## config.mk

```make
export PLATFORM = sky130hd
export DESIGN_NAME = stream_deserializer
export DESIGN_NICKNAME = d
export VERILOG_FILES = /design/src/rtl/stream_deserializer.sv
export SDC_FILE = /design/constraint.sdc
export NUM_CORES = 1
export LEC_CHECK = 0
export ABC_CLOCK_PERIOD_IN_PS = 2700
export CAP_MARGIN = 40
export CELL_PAD_IN_SITES_DETAIL_PLACEMENT = 0
export CELL_PAD_IN_SITES_GLOBAL_PLACEMENT = 2
export CORE_AREA = 2 2 106 108
export DETAILED_ROUTE_END_ITERATION = 12
export DIE_AREA = 0 0 108 110
export PLACE_DENSITY_LB_ADDON = 0.2
export SETUP_SLACK_MARGIN = 0.02
export SLEW_MARGIN = 15
export SYNTH_ARGS = -nofsm -noshare
export SYNTH_HDL_FRONTEND = slang
export SYNTH_SLANG_ARGS = --single-unit
```

## constraint.sdc

```tcl
create_clock -name clk -period 2.7 [get_ports clk]
set_input_delay 0.54 -clock clk [delete_from_list [all_inputs] [get_ports clk]]
set_output_delay 0.54 -clock clk [all_outputs]
set_load 0.02 [all_outputs]
```

## src/rtl/stream_deserializer.sv

```systemverilog
// Valid/ready width converter: packs RATIO narrow DLEN-bit beats into one wide word.
// i_last closes a word early; o_keep then flags which lanes were actually filled.
module stream_deserializer #(
    parameter int DLEN  = 8,
    parameter int RATIO = 4
) (
    input  logic                  clk,
    input  logic                  rstn,
    input  logic                  i_valid,
    output logic                  o_ready,
    input  logic [DLEN-1:0]       i_data,
    input  logic                  i_last,
    output logic                  o_valid,
    input  logic                  i_ready,
    output logic [DLEN*RATIO-1:0] o_data,
    output logic [RATIO-1:0]      o_keep,
    output logic                  o_last
);

    localparam int CW = $clog2(RATIO);
    localparam int WW = DLEN * RATIO;
    localparam int AW = DLEN * (RATIO - 1);
    localparam logic [CW-1:0] CNT_MAX = CW'(RATIO - 1);
    localparam logic [CW-1:0] CNT_ONE = CW'(1);

    logic [CW-1:0]   cnt_r;
    logic [AW-1:0]   acc_r;
    logic            o_valid_r;
    logic [WW-1:0]   o_data_r;
    logic [RATIO-1:0] o_keep_r;
    logic            o_last_r;

    logic            ihs_s;
    logic            ohs_s;
    logic            done_s;
    logic [WW-1:0]   word_s;
    logic [RATIO-1:0] keep_s;
    logic [AW-1:0]   acc_nxt_s;

    assign o_ready = !o_valid_r | i_ready;
    assign ihs_s   = i_valid & o_ready;
    assign ohs_s   = o_valid_r & i_ready;
    assign done_s  = ihs_s & (i_last | (cnt_r == CNT_MAX));

    assign o_valid = o_valid_r;
    assign o_data  = o_data_r;
    assign o_keep  = o_keep_r;
    assign o_last  = o_last_r;

    // Next-word assembly: stored lanes below cnt, current beat at cnt, zeros above.
    always_comb begin
        word_s    = {WW{1'b0}};
        keep_s    = {RATIO{1'b0}};
        acc_nxt_s = acc_r;
        for (int k = 0; k < RATIO - 1; k++) begin
            word_s[k*DLEN +: DLEN]    = (k < int'(cnt_r))  ? acc_r[k*DLEN +: DLEN] :
                                        (k == int'(cnt_r)) ? i_data : {DLEN{1'b0}};
            acc_nxt_s[k*DLEN +: DLEN] = (k == int'(cnt_r)) ? i_data : acc_r[k*DLEN +: DLEN];
        end
        word_s[(RATIO-1)*DLEN +: DLEN] = (cnt_r == CNT_MAX) ? i_data : {DLEN{1'b0}};
        for (int k = 0; k < RATIO; k++) begin
            keep_s[k] = (k <= int'(cnt_r));
        end
    end

    // Lane counter, accumulator and registered output word.
    always_ff @(posedge clk) begin
        if (!rstn) begin
            cnt_r     <= {CW{1'b0}};
            acc_r     <= {AW{1'b0}};
            o_valid_r <= 1'b0;
            o_data_r  <= {WW{1'b0}};
            o_keep_r  <= {RATIO{1'b0}};
            o_last_r  <= 1'b0;
        end else if (done_s) begin
            // A completing beat overrides any simultaneous drain, so no bubble appears.
            cnt_r     <= {CW{1'b0}};
            acc_r     <= {AW{1'b0}};
            o_valid_r <= 1'b1;
            o_data_r  <= word_s;
            o_keep_r  <= keep_s;
            o_last_r  <= i_last;
        end else begin
            if (ihs_s) begin
                cnt_r <= cnt_r + CNT_ONE;
                acc_r <= acc_nxt_s;
            end else begin
                cnt_r <= cnt_r;
                acc_r <= acc_r;
            end
            if (ohs_s) begin
                o_valid_r <= 1'b0;
                o_data_r  <= {WW{1'b0}};
                o_keep_r  <= {RATIO{1'b0}};
                o_last_r  <= 1'b0;
            end else begin
                o_valid_r <= o_valid_r;
                o_data_r  <= o_data_r;
                o_keep_r  <= o_keep_r;
                o_last_r  <= o_last_r;
            end
        end
    end

endmodule
```

Word-level counts from Yosys, hierarchy flattened:

Index checks and enable logic that the tools add are counted.

* bits in registers: 64
* logic and storage cells: 45
* output and inout bits: 39
* input port bits: 13

* eq/ne operators: 3
* order comparisons: 6
* reductions and logical operators: 7
* bitwise gates (word level): 6
* $add $sub $neg: 1
* mux-type cells: 14

Operator list (count)
* $mux 32: 2
* $mux 8: 7
* $mux 4: 2
* $reduce_and 2->1: 3
* $eq 2x2->1 const A: 2
* $le 2x2->1 const A: 2
* $lt 1x2->1 const A: 2
* $and 1x1->1: 3
* $mux 1: 3
* $add 2x1->2 const B: 1
* $eq 2x2->1 const B: 1
* $le 1x2->1 const A: 1
* $logic_not 2->1: 1
* $lt 2x2->1 const A: 1
* $or 1x1->1: 2
* $reduce_bool 2->1: 1
* $reduce_or 2->1: 1
* $logic_not 1->1: 1
* $not 1->1: 1

Depth between registers and ports, before layout:

* depth in word-level cells: 5
* gate-level depth with buffers: 9

Worst setup path before layout:

Ideal clock, no wire load.

* path kind: flip-flop to flip-flop
* start point: register cnt_r[1]
* end point: register acc_r[15]
* stages on the path, launching flop included: 10
* setup slack: 801 ps
* required time: 2568 ps
* data arrival time: 1767 ps
* path through: dfxtp_1 > clkbuf_1 > clkbuf_1 > inv_1 > ha_1 > clkbuf_1 > and2_1 > buf_1 > nand3_1 > a21oi_1

* cells in the longest elaborated chain, start to end: 4

RTL lines
* start, declared: line 26 `logic [CW-1:0] cnt_r;`
* start signal, assigned: line 69 `cnt_r <= {CW{1'b0}};`
* start signal, assigned: line 77 `cnt_r <= {CW{1'b0}};`
* start signal, assigned: line 85 `cnt_r <= cnt_r + CNT_ONE;`
* $eq 2x2->1: line 43 `assign done_s = ihs_s & (i_last | (cnt_r == CNT_MAX));`
* $or 1x1->1: line 43
* $and 1x1->1: line 43
* $reduce_or 2->1 (no line)
* end signal, assigned: line 70 `acc_r <= {AW{1'b0}};`
* end signal, assigned: line 78 `acc_r <= {AW{1'b0}};`
* end signal, assigned: line 86 `acc_r <= acc_nxt_s;`
* end, declared: line 27 `logic [AW-1:0] acc_r;`

Parallel ways exist; a longest one is shown, timed or not.
A chain may end at the register's enable or synchronous reset.

Final worst setup path:

* start point: input i_ready
* end point: output o_ready

* cells in the longest elaborated chain, start to end: 1

RTL lines
* start, declared: line 14 `input logic i_ready,`
* $or 1x1->1: line 40 `assign o_ready = !o_valid_r | i_ready;`
* end, declared: line 10 `output logic o_ready,`

Every way passes these cells.

==> results.toml <==
[die]
num_io_pins = 52
fp.dieH_um = 110
start_util_pct = 24.5
core_area_um2 = 10700
fp-row-count = 38
die_width_um = 108
fp.dieArea_um2 = 11900

[layout]
nets = 350
area_growth_syn_to_layout_pct = 32.3
drive_gt1_share_pct = 8.93
final_cells = 476
diodes = 0

[power]
ir_drop_mv = 0.268
total_power_mw = 2.15
power_density_nw_per_um2 = 618
p_leak_nw = 1.24

[routing]
firstDrtPassIters = 4
post_drt_wl_per_cell_um = 15.6
drtIter0Drc = 85
vias = 2171
vias_per_cell = 4.56
antenna_left = 0
top_layer_used = "met4"
met2_length_mm = 3.22
drt-met1-wl_mm = 3.80
wl_met3_um = 329
drc_errors = 0
routed_wl_mm = 7.44

[critical_path]
crit_top_cell = "clkdlybuf4s50_1"
cp-end-kind = "output pin"
critical_path.max_fanout = 2
start_kind = "input port"
crit_family = "buffers and inverters"
crit_required_ns = 2.16
path_class = "input port to output pin"
critPathArrivalTime_ns = 1.81
crit_chain = "clkdlybuf4s50_1 > nor2b_2 > inv_1 > clkdlybuf4s50_1"
worst-path-buf-inv = 3
critPathMaxStageDelay_ns = 0.61
crit_slowest_cell = "clkdlybuf4s50_1"

[place]
place_ws_ns = 0.338
dp_hpwl_mm = 4.76
io_buffer_count = 51
gp_congestion = 0.695
dp.cells = 461

[synthesis]
synth.distinct_cells = 27
synth_flop_cell = "dfxtp_1"
ys_warn_count = 0
syn_inst = 286
yosysSeqAreaShare_pct = 48.1
syn_avg_cell_area_um2 = 9.17
ys_seq_elements = 63
synth_nets = 304
syn_area_um2 = 2620
synth_edf_count = 0
synthArstFlopShare_pct = 0

[global_routing]
grt_overflow = 0
grt_pass1_wl_mm = 12.1
grt_use_total_pct = 13.6
grt_max_degree = 37
grt_pass1_vias = 2175
antenna_found_initial = 0

[sta]
maxSlewHeadroom_pct = 66.7
layout_setup_ws_ns = 0.351
hold_viol = 0
rsz0062_at_grt = "no"
finalSetupViolations = 0
tightestPinTransition_ns = 0.499
skew_ns = 0.00774
final_max_slew_viol_count = 0
fin_setup_tns_ns = 0
fmax_mhz = 426
post-route-min-period_ns = 2.35
post-route-period-util_pct = 87.0

[clocking]
cts-buffers-inserted = 9
clockRootBuffer = "clkbuf_8"
clk_pin_slew_ns = 0.07
post_cts_buffers = 0
cts_tree = "built"
clock_latency_ns = 0.33
post_cts_resized = 0
h-tree-depth = 3
clock-sinks = 63
cts_buffer_depth = 2
hold_buffers = 0

[job]
max_cap_viol_count = 0

[worst_hold_path]
min_path_type = "register to register"

[run_status]
outcome = "completed"
[sequential cells by signal, summed over array words and instances (netlist names)]
register	count
o_data	32
acc_r	24
cnt_r	2
o_keep	4
o_last	1
[Yosys cell counts, types with 3 or more instances]
cell type  number  area share (%)
a22o_1         24             8.0
a21oi_1        26             5.0
and2_1          4            0.95
dfxtp_1        63              48
inv_1           3            0.43
nand3_1        26             5.0
mux2i_1         8             3.1
ha_1            5             2.4
buf_2           6             1.1
clkbuf_1        7             1.0
nor2_1          3            0.43
nand2_1        37             5.3
o2bb2ai_1      10             3.3
buf_4           4             1.1
o21ai_0        43             8.2
buf_6           4             1.7
buf_1           3            0.43
[placed cells by master, fill, tap and decap left out, drive strengths merged]
master,n
dfxtp,63
clkdlybuf4s50,51
o21ai,43
nand2,37
nand3,26
a21oi,26
a22o,24
clkbuf,12
o2bb2ai,10
buf,9
mux2i,8
ha,5
and2,4
inv,4
nor2,3
bufinv,2
nor2b,1
o31ai,1
nor3,1
o311a,1
nor4b,1
nand4b,1
a21o,1
a32o,1
clkinv,1
[per-stage QoR]
stage	hold slack [ns]	cell area (um^2)	util, %
finish	0.451	3470	32.5
global route	0.472	3470	32.5
CTS	0.456	3470	32.5
detailed placement	0.439	3240	30.3
global placement	0.438	3240	30.3
floorplan	0.453	2620	-
[metal layers]
layer  track usage, %  vias to the layer above
li1                 -                     1120
met1             19.4                      983
met2             19.9                       63
met3             2.94                        5
met4             4.95                        0
met5                0                        -
[cell families after synthesis]
logic type,count (synthesis),synth area share (%)
flip-flops,63,48.1
adder cells (fa/ha/maj),5,2.38
multiplexers,8,3.05
AO/OA/AOI/OAI,107,26.4
AND/OR/NAND/NOR,74,13.8
buffers and inverters,29,6.29
[layout make-up]
class                      count  area [um^2]
clock inverter                 3         65.1
tap                          140          175
fill                        1129         7230
multi-input combinational    194         1200
timing repair buffer          60          591
clock buffer                  12          165
sequential                    63         1260
inverter                       4         17.5
[where the power goes]
group	internal (mW)	switching [mW]	total [mW]
combinational	0.0891	0.139	0.228
clock	0.590	0.363	0.952
sequential	0.953	0.0132	0.966
[final timing paths]
kind | from | to | slack (ns) | cells after the start
max | i_ready | o_ready | 0.35 | 4
max reg2reg | cnt_r[1] | acc_r[22] | 0.98 | 5
min reg2reg | o_keep[3] | o_keep[3] | 0.45 | 1
min | o_keep[3] | o_keep[3] | 0.45 | 1
Note: power is estimated with default switching activity, not from simulation.
